<file path="config.mk">
export PLATFORM = sky130hd
export DESIGN_NAME = if_fetch_unit
export DESIGN_NICKNAME = d
export VERILOG_FILES = /design/src/rtl/if_fetch_unit.sv
export SDC_FILE = /design/constraint.sdc
export NUM_CORES = 1
export LEC_CHECK = 0
export ABC_AREA = 0
export BUFFER_PORTS_ARGS = -buffer_cell sky130_fd_sc_hd__buf_4
export CORE_UTILIZATION = 50
export CTS_CLUSTER_SIZE = 25
export DETAILED_ROUTE_END_ITERATION = 8
export GPL_TIMING_DRIVEN = 0
export PLACE_DENSITY_LB_ADDON = 0.05
export SLEW_MARGIN = 20
export SYNTH_ARGS = -nofsm -noshare
export SYNTH_HDL_FRONTEND = slang
export SYNTH_SLANG_ARGS = --single-unit
</file>
<file path="constraint.sdc">
create_clock -name clk -period 7.9 [get_ports clk]
set_input_delay 0.395 -clock clk [delete_from_list [all_inputs] [get_ports clk]]
set_output_delay 0.395 -clock clk [all_outputs]
set_load 0.01 [all_outputs]
</file>
<file path="src/rtl/if_fetch_unit.sv">
// rtl/if_fetch_unit.sv - IF stage: PC owner, req/addr_ok/data_ok fetch FSM, branch redirect latch
//
// Purpose:
//   Fetches one instruction at a time (exactly one request in flight) and
//   presents {ce, pc} plus the instruction to ID, holding them until ID
//   accepts (HOLD and stall[1]==0). Branch targets from ID are latched so a
//   redirect survives ID being bubbled while the delay slot is fetched.
//
// Ports:
//   clk, rst        clock, asynchronous active-high reset
//   stall[5:0]      pipeline stall bus, stall[1] blocks the ID accept
//   br_bus[32:0]    {br_e, br_addr} from ID
//   inst_req        request valid (REQ state)
//   inst_addr       word-aligned request address
//   inst_addr_ok    address accepted this cycle
//   inst_data_ok    read data valid this cycle
//   inst_rdata      read data
//   if_to_id_bus    {ce, pc}
//   if_inst         instruction for pc, 0 when ce=0
//   stallreq_if     1 while no instruction is ready for ID
//
// Configuration:
//   IF_PERF_CNT_EN  adds perf_wait_cyc / perf_redir saturating counters
module if_fetch_unit #(
    parameter logic [31:0] RESET_PC = 32'hBFC0_0000
) (
    input  logic        clk,
    input  logic        rst,
    input  logic [5:0]  stall,
    input  logic [32:0] br_bus,
    output logic        inst_req,
    output logic [31:0] inst_addr,
    input  logic        inst_addr_ok,
    input  logic        inst_data_ok,
    input  logic [31:0] inst_rdata,
    output logic [32:0] if_to_id_bus,
    output logic [31:0] if_inst,
    output logic        stallreq_if
`ifdef IF_PERF_CNT_EN
    ,
    output logic [31:0] perf_wait_cyc,
    output logic [31:0] perf_redir
`endif
);

    localparam logic [1:0] S_REQ  = 2'b00;
    localparam logic [1:0] S_WAIT = 2'b01;
    localparam logic [1:0] S_HOLD = 2'b10;

    logic [1:0]  state;
    logic [31:0] fetch_pc;
    logic        redir_v;
    logic [31:0] redir_pc;
    logic [31:0] out_pc;
    logic [31:0] out_inst;

    logic        br_e;
    logic [31:0] br_addr;
    logic        accept;
    logic        ce;
    logic [31:0] next_pc;
    logic        unused_stall;

    assign br_e    = br_bus[32];
    assign br_addr = br_bus[31:0];

    // Only stall[1] matters to IF; the other bits belong to other stages.
    assign unused_stall = ^{stall[5:2], stall[0]};

    assign ce      = (state == S_HOLD);
    assign accept  = ce & ~stall[1];

    // A latched redirect outranks a live br_e: the latch holds the branch
    // that preceded the delay slot now being accepted.
    assign next_pc = redir_v ? redir_pc :
                     br_e    ? br_addr  :
                               out_pc + 32'd4;

    assign inst_req     = (state == S_REQ);
    assign inst_addr    = {fetch_pc[31:2], 2'b00};
    assign if_to_id_bus = {ce, out_pc};
    assign if_inst      = ce ? out_inst : 32'd0;
    assign stallreq_if  = ~ce;

    always_ff @(posedge clk or posedge rst) begin
        if (rst) begin
            state    <= S_REQ;
            fetch_pc <= RESET_PC;
            redir_v  <= 1'b0;
            redir_pc <= 32'd0;
            out_pc   <= 32'd0;
            out_inst <= 32'd0;
        end else begin
            case (state)
                S_REQ: begin
                    if (inst_addr_ok) begin
                        // Response may arrive in the same cycle the address
                        // is accepted; skip WAIT in that case.
                        if (inst_data_ok) begin
                            out_pc   <= fetch_pc;
                            out_inst <= inst_rdata;
                            state    <= S_HOLD;
                        end else begin
                            state    <= S_WAIT;
                        end
                    end
                end
                S_WAIT: begin
                    if (inst_data_ok) begin
                        out_pc   <= fetch_pc;
                        out_inst <= inst_rdata;
                        state    <= S_HOLD;
                    end
                end
                S_HOLD: begin
                    if (accept) begin
                        fetch_pc <= next_pc;
                        state    <= S_REQ;
                    end
                end
                default: state <= S_REQ;
            endcase

            if (accept) begin
                redir_v <= 1'b0;
            end else if (br_e) begin
                redir_v  <= 1'b1;
                redir_pc <= br_addr;
            end
        end
    end

`ifdef IF_PERF_CNT_EN
    always_ff @(posedge clk or posedge rst) begin
        if (rst) begin
            perf_wait_cyc <= 32'd0;
            perf_redir    <= 32'd0;
        end else begin
            if (stallreq_if && (perf_wait_cyc != 32'hFFFF_FFFF))
                perf_wait_cyc <= perf_wait_cyc + 32'd1;
            if (accept && (redir_v || br_e) && (perf_redir != 32'hFFFF_FFFF))
                perf_redir <= perf_redir + 32'd1;
        end
    end
`endif

endmodule
</file>
---- After elaboration in Yosys (flattened, before gate mapping) ----
Cells that the tools add are included.
operators by class
  $add $sub $neg .......................... 1
  muxes and demuxes ....................... 16
  reduce and logical (&&, ||, !) cells .... 7
  bitwise operators ....................... 4
  equal/unequal tests ..................... 5
operators by type and width
  cell                                                   number
  2-to-1 mux 32 bit                                      7
  one-hot mux 32 bit (2 select lines)                    2
  adder 32 x 3 -> 32 bit, second input constant          1
  2-to-1 mux 2 bit                                       4
  one-hot mux 2 bit (3 select lines)                     1
  AND reduction 2 bit                                    3
  inequality test 2 bit, second input constant           2
  nonzero test 2 bit                                     2
  NOT 1 bit                                              3
  AND reduction 3 bit                                    1
  equality test 2 x 1 -> 1 bit, second input constant    1
  equality test 2 bit, second input constant             1
  logical NOT 2 bit                                      1
  2-to-1 mux 1 bit                                       2
  inequality test 2 x 1 -> 1 bit, second input constant  1
  bitwise AND 1 bit                                      1
storage, ports and cells
  output and inout port bits .............. 99
  bits of input ports ..................... 75
  register bits after elaboration ......... 131

---- Logic depth before layout (Yosys ltp) ----
  depth after elaboration ................. 4
  depth in mapped cells ................... 7
  gate-level depth less buffers ........... 6

---- Least setup slack after synthesis ----
No wires, ideal clock.
  kind .................................... flip-flop to flip-flop
  start point ............................. reg state[0]
  end point ............................... reg redir_pc[0]
  clock period less this slack ............ 1.840 ns
  stages on the path, launching flop included .. 6
  path buffers ............................ 2
  arrival time ............................ 1.715 ns
  slack ................................... 6.060 ns
  cells stage by stage .................... dfrtp_1 > or3b_1 > clkbuf_1 > nand2_1 > buf_2 > mux2_2
between the ends
  word-level cells in the longest chain between the ends .. 4
RTL lines
  item                                  RTL line  source
  start: declaration                    50        logic [1:0] state;
  start signal: assignment              87        state <= S_REQ;
  start signal: assignment              102       state <= S_HOLD;
  start signal: assignment              104       state <= S_WAIT;
  equality test 2 bit                   70        assign ce = (state == S_HOLD);
  bitwise AND 1 bit                     71        assign accept = ce & ~stall[1];
  NOT 1 bit (no source line)            -
  AND reduction 2 bit (no source line)  -
  end signal: assignment                128       redir_pc <= br_addr;
  end: declaration                      53        logic [31:0] redir_pc;
No other way between the ends.
A chain may end at the register's enable or synchronous reset.

---- Final worst setup path ----
  start point ............................. reg state[1]
  end point ............................... out if_inst[30]
between the ends
  word-level cells in the longest chain between the ends .. 2
RTL lines
  item                 RTL line  source
  equality test 2 bit  70
  via ce               60        logic ce;
  2-to-1 mux 32 bit    82        assign if_inst = ce ? out_inst : 32'd0;
  end: declaration     37        output logic [31:0] if_inst,
The timed path passes the listed nets, and every way through them passes these cells.

==> flow_summary.json <==
{
  "rr_endpoint": "fetch_pc[20]",
  "antenna_found_initial": 0,
  "cts_buffers": 17,
  "period_needed_ps": 2370,
  "p_per_area_nw_per_um2": 338,
  "power.leakage_nw": 3.96,
  "num-fill-cells": 1045,
  "max_slew_margin": 0.533,
  "met2_wirelength_mm": 8.40,
  "wl_met3_mm": 1.07,
  "synth_area_um2": 6500,
  "drt-initial-drc-count": 409,
  "h-tree-depth": 4,
  "die_h_um": 116,
  "async_flop_share": 1.00,
  "fin_crit_sh": 0.300,
  "multi_input_area_um2": 2780,
  "grt-ovfl-total": 0,
  "post_cts_buffers": 0,
  "clock_latency_ps": 420,
  "vias_per_cell": 5.42,
  "vias": 5166,
  "fp.dieW_um": 116,
  "layout.nets": 847,
  "grt.total_usage": 0.267,
  "drive_gt1_frac": 0.439,
  "finClkSkew_ps": 5.13,
  "port_buffers": 165,
  "report.final.slew_viol_count": 0,
  "drt_wl_total_mm": 17.0,
  "rrSetupSlack_ps": 5600,
  "netlist_top_cells_area": "dfrtp_1 47%, mux2_2 15%, buf_4 4.2%, dfstp_2 3.6%, and2_1 3.2%",
  "startpoint_type": "flop",
  "grt_pass1_vias": 5174,
  "rsz0062_at_grt": "no",
  "yosysUniqueCellTypes": 50,
  "dieArea_um2": 13500,
  "ys.flop_type": "dfrtp_1",
  "cts.sinks": 131,
  "synth_edf_count": 0,
  "synth_top_area_cell": "dfrtp_1",
  "highest-signal-layer": "met4",
  "diodes": 0,
  "wl_met1_mm": 7.12,
  "grt_pass1_wl_mm": 26.7,
  "critPathMaxFanout": 10,
  "fin_tns_setup_ps": 0,
  "startpoint": "state[1]",
  "ir_drop_uv": 193,
  "outcome": "complete, no violations",
  "cts_resized": 0,
  "final_cell_area_um2": 8560,
  "first_pass_iters": 5,
  "initial_core_util": 0.515,
  "synth-seq-cells": 131,
  "clk_path_buf_depth": 2,
  "fp-row-count": 41,
  "drv_cap": 0,
  "drt-wirelength-per-cell_um": 17.8,
  "root_buffer": "clkbuf_16",
  "yosys_warnings": 0,
  "place_area_um2": 7990,
  "critPathArrivalTime_ps": 1980,
  "path_class": "reg2out",
  "worstPathRequired_ps": 7510,
  "r2r_start": "state[1]",
  "setup_violations": 0,
  "drc_errors": 0,
  "netlist.area_leader.share": 0.470,
  "worst_pin_slew_ps": 700,
  "postSynthAreaPerCell_um2": 11.1,
  "syn_inst": 585,
  "final_hold_viol_count": 0,
  "fmax_mhz": 421,
  "io_pins": 174,
  "areaGrowthSynthToFinish_pct": 31.8,
  "ant_nets": 0,
  "rr_worst_depth": 7,
  "core_um2": 12600,
  "path_clk_slew_ps": 50,
  "ctsHoldBuffers": 0,
  "yosysSeqAreaShare": 0.506,
  "crit_path_end_kind": "output pin",
  "grt_max_degree": 67,
  "hp-class": "in2async",
  "hpwl_mm": 12.2,
  "gp_congestion": 0.850,
  "cts_tree": "built",
  "regArea_um2": 3290
}
[per-layer routing]
layer,up-vias,track usage
li1,2401,-
met1,2537,0.335
met2,191,0.444
met3,37,0.0669
met4,0,0.109
met5,-,0
[cells by family (layout without fill, tap and decap cells)]
| kind of cell | count (synthesis) | count (layout) | share of synthesized area |
|---|---|---|---|
| compound gates | 95 | 95 | 0.0888 |
| fa+ha+maj | 1 | 1 | 0.00193 |
| other cells | 1 | 2 | 0.000577 |
| mux | 98 | 98 | 0.169 |
| buf+inv | 77 | 273 | 0.0670 |
| flops | 131 | 131 | 0.506 |
| xor+xnor | 22 | 22 | 0.0297 |
| simple gates | 160 | 160 | 0.137 |
[cells in the final DEF (no fill, tap or decap), types with 8 or more instances in the layout]
master     synthesis  routed
a21oi_1           25      25
and2_1            33      33
and3_1            18      18
buf_2              9       9
buf_4             36     201
clkbuf_1          22      26
clkbuf_16          0      17
dfrtp_1          122     122
dfstp_2            9       9
inv_1              9       8
mux2_2            87      87
nand2_1           37      37
nand3_1           15      15
nand4_1            8       8
nor2_1            26      26
o21ai_0           26      26
o21ai_1           14      14
xnor2_1           11      11
xor2_1            11      11
[state kept, by name (all words and copies together) (netlist names)]
register and cells:
fetch_pc 32, out_inst 32, out_pc 32, redir_v 1
redir_pc 32, state 2
[power breakdown]
| group | internal, mW | switching [mW] | total (mW) |
|---|---|---|---|
| Sequential | 0.912 | 0.226 | 1.14 |
| Combinational | 0.571 | 0.414 | 0.985 |
| Clock | 0.493 | 0.276 | 0.768 |
| Total | 1.98 | 0.916 | 2.89 |
[metrics by stage]
stage / cells / hold WS, ps / power [mW] / setup WS (ps) / util
after floorplan: 586 / 446 / 1.68 / 4020 / -
after global placement: 923 / 460 / 2.10 / 2500 / 0.630
after detailed placement: 924 / 473 / 2.13 / 5600 / 0.633
final: 954 / 22.5 / 2.89 / 5530 / 0.678
after CTS: 954 / 37.4 / 2.91 / 5480 / 0.678
after global routing: 954 / 52.0 / 3.06 / 5300 / 0.678
[worst max-delay path by stage]
stage          slack (ps)  cells after the start           to
2_1_floorplan        4020                      1  fetch_pc[0]
3_3_place_gp         2500                      2   out_pc[16]
3_5_place_dp         5600                      6  redir_pc[1]
4_1_cts              5480                      4  if_inst[27]
5_1_grt              5300                      4  if_inst[20]
6_report             5530                      4  if_inst[30]
[worst max-delay path: stages (launching register included)]
cell and delay, ps:
dfrtp_1 400, nor2b_1 500, clkbuf_1 360, and2_1 190, buf_4 120
[synth_stat cells, drive strengths merged (3+ instances only)]
library cell,number
mux2i,6
xnor2,11
inv,9
clkbuf,22
a21oi,25
buf,46
and2,33
dfstp,9
a221oi,6
nand2,37
o21ai,40
xor2,11
nor3,6
a221o,3
mux2,92
nand4,11
and3,18
o211ai,6
nor4,4
a31oi,3
nor2,27
nand3,16
dfrtp,122
[final cells by class]
cell class	instances	area share
buffer	68	0.0469
inverter	9	0.00482
clock buffer	25	0.0579
sequential	131	0.384
multi-input combinational	378	0.324
timing repair buffer	166	0.148
clock inverter	5	0.00877
tap	172	0.0251
No activity file was read; power rests on OpenSTA's default activity.
